$ cat config.mk
export PLATFORM = sky130hd
export DESIGN_NAME = moldudp64_header_encoder
export DESIGN_NICKNAME = d
export VERILOG_FILES = /design/src/rtl/moldudp64_pkg.sv /design/src/rtl/moldudp64_header_encoder.sv
export SDC_FILE = /design/constraint.sdc
export NUM_CORES = 1
export LEC_CHECK = 0
export ABC_AREA = 1
export BUFFER_PORTS_ARGS = -buffer_cell sky130_fd_sc_hd__clkbuf_2
export CAP_MARGIN = 30
export CORE_UTILIZATION = 50
export CTS_BUF_LIST = sky130_fd_sc_hd__clkbuf_16
export DETAILED_ROUTE_END_ITERATION = 16
export PLACE_DENSITY = 0.74
export SLEW_MARGIN = 40
export SYNTH_ARGS = -nofsm -noshare
export SYNTH_HDL_FRONTEND = slang
export SYNTH_SLANG_ARGS = --single-unit
$ cat constraint.sdc
create_clock -name clk -period 4.65 [get_ports clk]
set_input_delay 0.465 -clock clk [delete_from_list [all_inputs] [get_ports clk]]
set_output_delay 0.465 -clock clk [all_outputs]
set_load 0.03 [all_outputs]
$ cat src/rtl/moldudp64_pkg.sv
// Shared MoldUDP64 definitions for the header encoder and its receive-side decoder.
package moldudp64_pkg;

  // Bus word indices that carry the 20-byte MoldUDP64 header.
  localparam logic [6:0] WORD_IDX_5 = 7'd5;
  localparam logic [6:0] WORD_IDX_6 = 7'd6;
  localparam logic [6:0] WORD_IDX_7 = 7'd7;

  // Special message-count values.
  localparam logic [15:0] MSG_COUNT_EOS       = 16'hFFFF;
  localparam logic [15:0] MSG_COUNT_HEARTBEAT = 16'h0000;

  // The first MoldUDP64 sequence number of a session is 1.
  localparam logic [63:0] SEQ_INIT_DEFAULT = 64'd1;

  // Header emission state.
  typedef enum logic [1:0] {
    IDLE = 2'd0,
    W5   = 2'd1,
    W6   = 2'd2,
    W7   = 2'd3
  } enc_state_t;

  // Header-field bit-slice map (LSB position and width inside each bus word).
  // Word 5: sessionID[31:0] above the UDP prefix tail.
  localparam int W5_SID_LSB  = 32;
  localparam int W5_SID_W    = 32;
  localparam int W5_TAIL_LSB = 0;
  localparam int W5_TAIL_W   = 32;
  // Word 6: seq[15:0] above sessionID[79:32].
  localparam int W6_SEQ_LSB  = 48;
  localparam int W6_SEQ_W    = 16;
  localparam int W6_SID_LSB  = 0;
  localparam int W6_SID_W    = 48;
  // Word 7: messageCount above seq[63:16].
  localparam int W7_CNT_LSB  = 48;
  localparam int W7_CNT_W    = 16;
  localparam int W7_SEQ_LSB  = 0;
  localparam int W7_SEQ_W    = 48;

endpackage

$ cat src/rtl/moldudp64_header_encoder.sv
// MoldUDP64 header encoder: emits the 20-byte header as bus words 5, 6, 7 and
// owns the downstream sequence-number / end-of-session state.
module moldudp64_header_encoder
  import moldudp64_pkg::*;
#(
  parameter logic [63:0] SEQ_INIT   = SEQ_INIT_DEFAULT,
  parameter logic [6:0]  FIRST_WORD = WORD_IDX_5
) (
  input  logic        clk,
  input  logic        rst,
  input  logic        start,
  output logic        startReady,
  input  logic [79:0] sessionID,
  input  logic [15:0] messageCount,
  input  logic [31:0] prefixTail,
  input  logic        seqLoad,
  input  logic [63:0] nextSeqIn,
  output logic [63:0] dataOut,
  output logic [6:0]  counter,
  output logic        outValid,
  input  logic        outReady,
  output logic [63:0] sequenceNumber,
  output logic        ended
);

  enc_state_t  state_reg;
  logic [63:0] data_reg;
  logic [6:0]  counter_reg;
  logic        valid_reg;
  logic [63:0] seq_reg;
  logic        ended_reg;

  // Shadow copies of the fields still needed after word 5 has been built.
  logic [47:0] sid_hi_reg;
  logic [15:0] cnt_reg;
  logic [63:0] seq_shadow_reg;

  logic        accept;
  logic        handshake;
  logic [63:0] word5;
  logic [63:0] word6;
  logic [63:0] word7;
  logic [63:0] seq_sum;

  // Acceptance is purely a function of registered state plus seqLoad/rst.
  assign startReady = (state_reg == IDLE) && !ended_reg && !seqLoad && !rst;
  assign accept     = start && startReady;
  assign handshake  = valid_reg && outReady;

  // Word packing: word 5 comes straight from the inputs on acceptance,
  // words 6 and 7 from the shadow registers.
  always_comb begin
    word5   = {sessionID[31:0], prefixTail};
    word6   = {seq_shadow_reg[15:0], sid_hi_reg};
    word7   = {cnt_reg, seq_shadow_reg[63:16]};
    seq_sum = seq_reg + {48'd0, cnt_reg};
  end

  // Header FSM with registered outputs and sequence-number bookkeeping.
  always_ff @(posedge clk) begin
    if (rst) begin
      state_reg      <= IDLE;
      data_reg       <= '0;
      counter_reg    <= '0;
      valid_reg      <= 1'b0;
      seq_reg        <= SEQ_INIT;
      ended_reg      <= 1'b0;
      sid_hi_reg     <= '0;
      cnt_reg        <= '0;
      seq_shadow_reg <= '0;
    end else begin
      case (state_reg)
        IDLE: begin
          if (seqLoad) begin
            // A load in IDLE always wins over start (startReady is low).
            seq_reg   <= nextSeqIn;
            ended_reg <= 1'b0;
          end else if (accept) begin
            sid_hi_reg     <= sessionID[79:32];
            cnt_reg        <= messageCount;
            seq_shadow_reg <= seq_reg;
            data_reg       <= word5;
            counter_reg    <= FIRST_WORD;
            valid_reg      <= 1'b1;
            state_reg      <= W5;
          end
        end
        W5: begin
          if (handshake) begin
            data_reg    <= word6;
            counter_reg <= FIRST_WORD + 7'd1;
            state_reg   <= W6;
          end
        end
        W6: begin
          if (handshake) begin
            data_reg    <= word7;
            counter_reg <= FIRST_WORD + 7'd2;
            state_reg   <= W7;
          end
        end
        W7: begin
          if (handshake) begin
            valid_reg <= 1'b0;
            state_reg <= IDLE;
            // Heartbeat and end-of-session leave the sequence untouched.
            if (cnt_reg == MSG_COUNT_EOS) begin
              ended_reg <= 1'b1;
            end else if (cnt_reg != MSG_COUNT_HEARTBEAT) begin
              seq_reg <= seq_sum;
            end
          end
        end
        default: begin
          state_reg <= IDLE;
          valid_reg <= 1'b0;
        end
      endcase
    end
  end

  assign dataOut        = data_reg;
  assign counter        = counter_reg;
  assign outValid       = valid_reg;
  assign sequenceNumber = seq_reg;
  assign ended          = ended_reg;

endmodule

======== Word level (Yosys, flattened, before mapping) ========
Index checks and enable logic that the tools add are counted.
cells by class
  $add $sub $neg .......................... 1
  eq/ne operators ......................... 13
  bitwise logic cells ..................... 1
  reduce and logical (&&, ||, !) cells .... 18
  mux-type cells .......................... 29
operators with widths
  kind                  count
  $mux 64               8
  $pmux 64 s3           1
  $pmux 64 s2           1
  $add 64x16->64        1
  $mux 7                4
  $pmux 7 s3            1
  $ne 2x2->1 const B    9
  $eq 16x16->1 const B  1
  $reduce_bool 16->1    1
  $reduce_and 5->1      3
  $mux 2                5
  $pmux 2 s4            1
  $reduce_and 4->1      2
  $mux 1                6
  $logic_and 1x1->1     5
  $eq 2x2->1 const B    2
  $pmux 1 s2            2
  $logic_not 1->1       3
  $reduce_and 3->1      1
  $reduce_bool 3->1     1
  $eq 2x1->1 const B    1
  $logic_not 2->1       1
  $reduce_bool 2->1     1
  $not 1->1             1
word-level totals
  word-level logic and storage cells ...... 71
  output and inout bits ................... 138
  register bits after elaboration ......... 267
  bits of input ports ..................... 197

======== Logic depth before layout (Yosys ltp) ========
  depth in word-level cells ............... 8
  gate-level depth with buffers ........... 15
  mapped depth without buffers ............ 15

======== Least setup slack after synthesis ========
No wires, ideal clock.
  path type ............................... register to register
  start point ............................. register state_reg[0]
  end point ............................... register data_reg[52], in the netlist dataOut[52]
  slack ................................... 2.414 ns
  period minus slack after synthesis ...... 2.236 ns
  data arrival time ....................... 2.091 ns
  cell stages (with the launch flop) ...... 14
  path buffers ............................ 2
  cells stage by stage .................... dfxtp_1 inv_1 ha_1 inv_1 nor2_2 inv_2 nor3_4 nand2_1 nand2_1 nand3b_2 buf_6 buf_6 a211oi_2 a211oi_2
on the way
  longest elaborated chain between the ends .. 7
RTL lines
  item                               line                            source
  start: declaration                 moldudp64_header_encoder.sv:26  enc_state_t state_reg;
  start signal: assignment           moldudp64_header_encoder.sv:62  state_reg <= IDLE;
  start signal: assignment           moldudp64_header_encoder.sv:85  state_reg <= W5;
  start signal: assignment           moldudp64_header_encoder.sv:92  state_reg <= W6;
  $logic_not 2->1                    moldudp64_header_encoder.sv:46  assign startReady = (state_reg == IDLE) && !ended_reg && !seqLoad && !rst;
  $logic_and 1x1->1 (3 in a row)     moldudp64_header_encoder.sv:46
  named net startReady               moldudp64_header_encoder.sv:12  output logic startReady,
  $logic_and 1x1->1                  moldudp64_header_encoder.sv:47  assign accept = start && startReady;
  $ne 2x2->1 (no source line)        n/a
  $reduce_and 5->1 (no source line)  n/a
  end signal: assignment             moldudp64_header_encoder.sv:82  data_reg <= word5;
  end signal: assignment             moldudp64_header_encoder.sv:90  data_reg <= word6;
  end signal: assignment             moldudp64_header_encoder.sv:97  data_reg <= word7;
  end: declaration                   moldudp64_header_encoder.sv:27  logic [63:0] data_reg;
The timed path passes the listed nets, and every way through them passes these cells.
A chain may end at the register's enable or synchronous reset.

======== Final worst setup path ========
  start point ............................. register state_reg[1]
  end point ............................... register data_reg[35], in the netlist dataOut[35]
on the way
  longest elaborated chain between the ends .. 7
RTL lines
  item                               line
  $logic_not 2->1                    moldudp64_header_encoder.sv:46, moldudp64_header_encoder.sv:72
  $logic_and 1x1->1 (3 in a row)     moldudp64_header_encoder.sv:46
  $logic_and 1x1->1                  moldudp64_header_encoder.sv:47
  $ne 2x2->1 (no source line)        n/a
  $reduce_and 5->1 (no source line)  n/a
Several ways; a longest one is shown, not always the timed one.

==> run_results.csv <==
group,metric,value,unit
outcome,outcome,"complete, no violations",
sta,rsz0062_at_grt,"false",
placed_design,gp_congestion,0.973,
die,dieArea,30000,sq um
synthesis,syn_avg_cell_area,6.69,sq um
sta,finalHoldViolCount,0,
power_and_ir_drop,leakagePower,0.00757,uW
sta,worst_slack,1910,ps
clocking,cts-root-buf,"clkbuf_16",
clocking,cts_tree,"done",
job,maxCapViolations,0,
route,wire_per_inst,17.3,microns
synthesis,ys_warn_count,0,
die,core,28800,sq um
placed_design,post-place-ws,1930,ps
synthesis,netlist_area,14700,sq um
synthesis,async_flop_share,0,
global_routing,grt_max_degree,257,
sta,finalSetupTns,0,ps
placed_design,port_buffers,330,
sta,worstMarginPinSlew,781,ps
global_routing,grt.total_usage,0.318,
hold_path,holdCritStartpoint,"sessionID[63]",
synthesis,yosysTopAreaCellShare,0.359,
worst_setup_path,arrival,3150,ps
worst_setup_path,reg2reg_from,"state_reg[1]",
synthesis,synth_seq_area_share,0.359,
worst_setup_path,critPathMaxFanout,37,
die,die-width,173,microns
route,firstDrtPassIters,5,
die,rows,62,
synthesis,synth_edf_count,0,
route,ant_nets,0,
clocking,postCtsHoldBufs,0,
worst_setup_path,worstPathRequired,5060,ps
synthesis,syn-instance-count,2190,
sta,fmax,365,MHz
route,vias_per_cell,5.45,
synthesis,synth_area_leaders,"dfxtp_1 36%, inv_1 9.6%, nand2_1 8.9%, a21oi_1 7.4%, nor2_1 6.8%",
die,ios,335,
die,die_h,173,microns
synthesis,ys_types,39,
hold_path,hold_path_depth,3,
die,start_util,0.509,
sta,hold_ws,191,ps
worst_setup_path,reg2regPathDepth,12,
sta,period_share,0.588,
sta,post-route-min-period,2740,ps
synthesis,synth_top_area_cell,"dfxtp_1",
power_and_ir_drop,peakVddDrop,443,uV
clocking,cts_setup_buffers,0,
placed_design,dp_hpwl,36000,microns
worst_setup_path,cp-end-kind,"flop",
sta,skew,17.4,ps
clocking,htreeDepth,1,
layout,nNetsFinal,2659,
power_and_ir_drop,power_density,612,nW/um^2
sta,final-setup-viol-count,0,
worst_setup_path,crit_type,"reg2reg",
clocking,path_clk_slew,60,ps
global_routing,antenna_found_initial,4,
layout,drive_above_1_share,0.189,
synthesis,ys.flop_type,"dfxtp_1",
global_routing,grt_pass1_wl,76300,microns
hold_path,min_path_type,"in2reg",
worst_setup_path,start_kind,"flop",
global_routing,grt_pass1_vias,14000,
synthesis,ys_ff_latch,263,
global_routing,gr-total-overflow,0,
layout,num-fill-cells,2785,
layout,stdcell_count,2848,
clocking,insertion_delay,560,ps
clocking,cts_sinks,263,
worst_setup_path,startpoint,"state_reg[1]",
clocking,cts_resized,0,
route,vias,15500,
route,wirelength,49200,microns
clocking,cts_buffers,29,
layout,area_delta_synth_final,18.6,%
sta,maxSlewHeadroom,0.479,
sta,slew_violations,0,
clocking,cts_buffer_depth,3,
placed_design,dpl.cell_count,2790,
route,drc,0,
route,drtIter0Drc,1591,
## logic make-up after synthesis
family / after synthesis / synth area share
AO/OA/AOI/OAI: 604 / 0.257
XOR/XNOR: 10 / 0.00597
adder cells (fa/ha/maj): 24 / 0.0210
buffers and inverters: 511 / 0.137
flip-flops: 263 / 0.359
other: 1 / 0.000256
AND/OR/NAND/NOR: 777 / 0.220
## report_power, final
group / switching [uW] / internal (uW) / total, uW
clock: 946 / 1340 / 2290
combinational: 3360 / 1500 / 4860
sequential: 671 / 2840 / 3510
total: 4980 / 5670 / 10700
## routing by layer
metal  vias to the layer above  routed length [microns]  GRT usage
met5                         -                        0          0
met4                         0                     1950      0.135
met3                       107                     3810     0.0375
met2                       720                    21400      0.486
met1                      7044                    22100      0.453
li1                       7657                        -          -
## stage by stage
step	cell area (sq um)	util	power, uW
2_1_floorplan	14700	-	7000
3_3_place_gp	16400	0.570	8190
3_5_place_dp	16400	0.571	8340
4_1_cts	17400	0.603	10600
5_1_grt	17400	0.604	11300
6_report	17400	0.604	10700
## Yosys cell counts (2+ instances only)
cell type / n
or2_2: 5
a211oi_2: 66
inv_1: 376
buf_6: 8
buf_2: 11
buf_1: 5
nand3_1: 93
o22ai_1: 64
clkbuf_1: 101
inv_2: 3
clkbuf_2: 2
o21ai_0: 189
dfxtp_1: 263
a211oi_1: 63
ha_1: 23
nand4_1: 23
nand3b_1: 9
buf_4: 4
nor3_1: 24
a21oi_1: 218
xnor2_1: 9
o211ai_1: 2
nor2_1: 266
and3_1: 2
nand2_1: 346
nor3b_1: 2
## worst max-delay path: stages (launching register included)
cell	delay (ps)
dfxtp_1	340
inv_1	190
ha_4	170
inv_1	60
nor2_2	110
inv_2	60
nor3_4	180
nand2_4	90
nand2_1	150
nand3b_4	440
buf_4	440
a211oi_1	300
a211oi_2	50
## final timing paths
check / endpoint / slack, ps
hold reg to reg: counter[2] / 450
setup / recovery: dataOut[35] / 1910
hold / removal: sid_hi_reg[31] / 190
setup reg to reg: dataOut[35] / 1910
## placed cells by master, fill, tap and decap left out, drive strengths merged
| master | count |
|---|---|
| a211oi | 129 |
| a21oi | 218 |
| and2 | 1 |
| and3 | 2 |
| and3b | 1 |
| buf | 16 |
| bufinv | 4 |
| clkbuf | 358 |
| clkinv | 13 |
| conb | 4 |
| dfxtp | 263 |
| diode | 4 |
| fa | 1 |
| ha | 23 |
| inv | 387 |
| nand2 | 346 |
| nand3 | 93 |
| nand3b | 10 |
| nand4 | 23 |
| nor2 | 267 |
| nor3 | 26 |
| nor3b | 2 |
| o211a | 1 |
| o211ai | 2 |
| o21ai | 189 |
| o21bai | 1 |
| o22ai | 64 |
| or2 | 6 |
| xnor2 | 9 |
| xor2 | 1 |
## final cells by class
| type | instances | area [sq um] | area share |
|---|---|---|---|
| multi-input cells | 1419 | 7430 | 0.427 |
| flip-flops and latches | 263 | 5270 | 0.303 |
| repair buffers | 345 | 1850 | 0.106 |
| inverters | 380 | 1430 | 0.0823 |
| clock buffers | 29 | 726 | 0.0417 |
| well taps | 384 | 480 | 0.0276 |
| clock inverters | 24 | 205 | 0.0118 |
| diodes | 4 | 10.0 | 0.000575 |
(Power assumes the default switching activity.)
